--- config.mk ---
export PLATFORM = sky130hd
export DESIGN_NAME = led_counter_ctrl
export DESIGN_NICKNAME = d
export VERILOG_FILES = /design/src/rtl/led_counter_ctrl.sv
export SDC_FILE = /design/constraint.sdc
export NUM_CORES = 1
export LEC_CHECK = 0
export CORE_MARGIN = 3
export CORE_UTILIZATION = 54
export DETAILED_ROUTE_END_ITERATION = 7
export GPL_ROUTABILITY_DRIVEN = 0
export HOLD_SLACK_MARGIN = 0.08
export MAX_ROUTING_LAYER = met4
export PLACE_DENSITY = 0.78
export SYNTH_ARGS = -nofsm -noshare
export SYNTH_HDL_FRONTEND = slang
export SYNTH_SLANG_ARGS = --single-unit
export TNS_END_PERCENT = 20
--- constraint.sdc ---
create_clock -name clk -period 3 [get_ports clk]
set_clock_uncertainty 0.2 [all_clocks]
set_input_delay 0.6 -clock clk [delete_from_list [all_inputs] [get_ports clk]]
set_output_delay 0.6 -clock clk [all_outputs]
set_load 0.02 [all_outputs]
--- src/rtl/led_counter_ctrl.sv ---
// Run-control sequencer for the LED counter: prescaled BITS-wide counter with start/stop/clear/load.
// Define LED_COUNTER_CTRL_BOUNCE_EN for ping-pong counting with an internal direction register.
module led_counter_ctrl #(
    parameter int unsigned BITS      = 16,
    parameter int unsigned LOG2DELAY = 22
) (
    input  logic            clk,
    input  logic            rst_n,
    input  logic            start,
    input  logic            stop,
    input  logic            clear,
    input  logic            load,
    input  logic [BITS-1:0] load_val,
    input  logic            dir,
    output logic [BITS-1:0] led,
    output logic            running,
    output logic            tick,
    output logic            dir_o
);

    typedef enum logic [1:0] {IDLE, RUN, HOLD} state_t;

    state_t               state;
    state_t               state_next;
    logic [LOG2DELAY-1:0] pre;
    logic                 step;
    logic [BITS-1:0]      cnt_step;

    // load never blocks stop/start; clear blocks everything
    always_comb begin
        state_next = state;
        if (clear) begin
            state_next = IDLE;
        end else if (stop) begin
            if (state == RUN) state_next = HOLD;
        end else if (start && (state != RUN)) begin
            state_next = RUN;
        end
    end

    assign step = (state == RUN) && (pre == '1);

`ifdef LED_COUNTER_CTRL_BOUNCE_EN
    logic dir_step;
    logic unused_dir;

    assign unused_dir = dir;

    // Reflect at either end instead of wrapping
    always_comb begin
        cnt_step = led;
        dir_step = dir_o;
        if (!dir_o) begin
            if (led == '1) begin
                cnt_step = led - 1'b1;
                dir_step = 1'b1;
            end else begin
                cnt_step = led + 1'b1;
            end
        end else begin
            if (led == '0) begin
                cnt_step = BITS'(1);
                dir_step = 1'b0;
            end else begin
                cnt_step = led - 1'b1;
            end
        end
    end
`else
    assign dir_o = dir;

    always_comb begin
        cnt_step = dir_o ? (led - 1'b1) : (led + 1'b1);
    end
`endif

    always_ff @(posedge clk or negedge rst_n) begin
        if (!rst_n) begin
            state   <= IDLE;
            pre     <= '0;
            led     <= '0;
            running <= 1'b0;
            tick    <= 1'b0;
`ifdef LED_COUNTER_CTRL_BOUNCE_EN
            dir_o   <= 1'b0;
`endif
        end else begin
            state   <= state_next;
            running <= (state_next == RUN);
            tick    <= 1'b0;
            if (clear) begin
                led <= '0;
                pre <= '0;
`ifdef LED_COUNTER_CTRL_BOUNCE_EN
                dir_o <= 1'b0;
`endif
            end else if (load) begin
                led <= load_val;
                pre <= '0;
            end else if (state == RUN) begin
                // prescaler advances on the current state, so it still counts in a stop cycle
                pre <= pre + 1'b1;
                if (step) begin
                    led  <= cnt_step;
                    tick <= 1'b1;
`ifdef LED_COUNTER_CTRL_BOUNCE_EN
                    dir_o <= dir_step;
`endif
                end
            end
        end
    end

endmodule

==> flow_summary.toml <==
[run_status]
run_status = "complete, no violations"

[worst_setup_path]
crit_path_max_incr_delay_ns = 0.46
crit_buf_inv = 2
category_of_cells_accounting_for_the_largest_share_of_critical_path_delay = "simple AND/OR/NAND/NOR gates"
reg2regPathDepth = 5
timing.critical_path.depth = 9
worst_ep_required_time_ns = 3.01
critical-path-slowest-cell = "or4_1"
cp.arrival_ns = 2.78
criticalPathCategory = "in -> reg"
crit_path_start_kind = "input pin"
path_max_fanout = 10
timing.critical_path.to_type = "flip-flop"
cp_cell_sequence = "clkbuf_2, buf_12, ha_1, and3_4, and3_1, a31o_2, o211a_1, or4_1, a311oi_1"

[place]
io_buffer_count = 41
detailedPlacementHpwl_um = 5110
placement.setup.worst_slack_ns = -0.556

[finish]
nFillCells = 387
post_route_cells_drive_above_1_share = 0.172
finalNetCount = 433
antennaDiodeCount = 0
area_delta_synth_final_pct = 32.9

[logic_synthesis]
synthesis.nets = 361
post_synth.cell_area_avg_um2 = 8.74
dominantRegCellSynth = "dfrtp_1"
synth_top_area_cells = "dfrtp_1 37%, ha_1 6.7%, nor2_1 6.0%"
ys_seq_elements = 42
ys_seq_area_frac = 0.373
synth_cell_type_count = 51
synth_most_common_cell = "nor2_1"
synthesis.yosys.warnings = 0
yosys.area.top_type = "dfrtp_1"
share_of_flip_flops_with_an_asynchronous_set_or_reset = 1.00
synthesis.instances = 322
synth-edff-count = 0
synth.cells.most_frequent = "45 x nor2_1, 42 x dfrtp_1, 26 x a21oi_1"
syn_area_um2 = 2810
synth_top_area_share = 0.373

[timing]
max_slew.worst_pin.slew_ns = 0.951
grt_setup_unrepaired = "false"
finalCritPeriodShare = 0.923
finalHoldViolations = 0
timing.final.max_slew_violations = 0
slew_headroom = 0.366
finalSetupViolations = 0
setup_ws_ns = 0.232
setup_tns_final_ns = 0
min_period_ns = 2.77
max_freq_mhz = 361

[pwr]
power.density_nw_per_um2 = 390
peakVddDrop_mv = 0.325
static-leakage-power_nw = 1.61
switching_power_mw = 0.430
sw_frac_of_total = 0.295
power.share.clock = 0.327
power.share.combinational = 0.263
intPower_mw = 1.03
power_frac_seq = 0.410

[cts]
cts-root-buf = "clkbuf_8"
cts_tree = "built"
clock-sinks = 42
postCtsSetupBuffers = 0
cts.path.max_buffers = 2
worst_setup_hold_path_clk_slew_ns = 0.09
clock_latency_ns = 0.31
cts_max_level = 2
tritoncts.num_buffers = 5

[grt]
vias_in_the_first_global_route = 2701
maximum_number_of_pins_on_one_net_before_global_route_repair = 43
grt_antenna_before_repair = 0
globalRouteTotalUtil = 0.274
global_route_wire_length_before_repair_um = 12900
grt.overflow.total = 0

[run]
maxCapViolCount = 0

[floorplanning]
floorplan.initialDensity = 0.577
design.die.area_um2 = 6110
ios = 42
die_y_um = 78.2
fp-row-count = 25
core_region_area_um2 = 4880
chipWidth_um = 78.2

[drt]
drt_first_iter_violations = 181
vias = 2691
routed_via_density = 5.82
detailedRoute.firstPassIterationCount = 4
detail_route.drc_violations = 0
detail_route.wl_per_cell_um = 16.3
wl_um = 7530
antenna_left = 0

[worst_hold_path]
worst_hold_path_type = "in -> async"
==> sequential cells by signal, summed over array words and instances (netlist names) <==
register  count
tick          1
led          16
pre          22
state         2
running       1
==> per-stage QoR <==
| stage | util | area (µm²) | cells | total power, mW | hold slack [ns] |
|---|---|---|---|---|---|
| final | 0.767 | 3740 | 462 | 1.46 | 0.221 |
| after global routing | 0.767 | 3740 | 462 | 1.52 | 0.290 |
| after CTS | 0.759 | 3700 | 462 | 1.45 | 0.267 |
| after detailed placement | 0.723 | 3530 | 453 | 0.958 | 0.352 |
| after global placement | 0.723 | 3530 | 453 | 0.951 | 0.330 |
| after floorplan | - | 2810 | 322 | 0.787 | 0.104 |
==> routing by layer <==
metal | global-route usage | vias up | share of wire
li1 | - | 1316 | -
met1 | 0.364 | 1281 | 0.45
met2 | 0.437 | 85 | 0.48
met3 | 0.0562 | 9 | 0.062
met4 | 0.0612 | 0 | 0.012
met5 | - | - | 0
==> layout make-up <==
type,count,area [µm²],area share
multi-input combinational,260,1740,0.466
inverter,6,22.5,0.00602
timing repair buffer,79,723,0.193
clock inverter,3,48.8,0.0130
sequential,42,1050,0.281
clock buffer,5,68.8,0.0184
tap,67,83.8,0.0224
==> path summary, 6_finish.rpt <==
check                      startpoint        to  slack (ns)
setup / recovery                  dir   led[15]        0.23
hold / removal                  rst_n   pre[16]        0.22
setup reg to reg             state[0]   led[15]        0.35
hold reg to reg              state[0]  state[0]        0.37
max in group asynchronous       rst_n    pre[8]        1.76
min in group clk             state[0]  state[0]        0.37
==> power groups by stage <==
stage	logic (mW)	registers, mW	clock network [mW]
global route	0.415	0.601	0.507
CTS	0.367	0.597	0.488
detailed placement	0.350	0.608	0
finish	0.383	0.598	0.477
floorplan	0.165	0.623	0
global placement	0.343	0.608	0
==> cells by family (layout without fill, tap and decap cells) <==
family | count (synthesis) | after routing | synth area share
AO/OA/AOI/OAI | 82 | 82 | 0.186
AND/OR/NAND/NOR | 133 | 133 | 0.242
buffers and inverters | 20 | 93 | 0.0316
multiplexers | 5 | 5 | 0.0187
flip-flops | 42 | 42 | 0.374
adder cells (fa/ha/maj) | 16 | 16 | 0.0738
XOR/XNOR | 24 | 24 | 0.0747
==> placed cells by master (no fill, tap or decap), types with 3 or more instances in the layout <==
cell type / n
a21o_1: 5
nor2_1: 45
dfrtp_1: 42
and3_1: 5
nand3_1: 11
clkbuf_8: 5
a211oi_1: 5
clkdlybuf4s50_1: 39
a311oi_1: 3
mux2i_1: 3
nand2_1: 24
o31ai_1: 4
or4_1: 5
ha_1: 13
a21oi_1: 23
nand4_1: 7
or3_1: 7
xnor2_1: 13
o211ai_1: 4
buf_4: 36
and2_1: 3
nor3_1: 8
or2_2: 4
xor2_1: 11
a31oi_1: 5
nor2b_1: 3
a21oi_2: 3
inv_1: 6
o21ai_0: 13
o21bai_1: 3
==> repair_timing <==
item / 4_1_cts / 5_1_grt
hold buffers: 0 / 0
gates resized for setup: 8 / 8
setup endpoints to repair: 4 / 2
gates cloned: 1 / 0
pin swaps: 1 / 1
(Power assumes the default switching activity.)
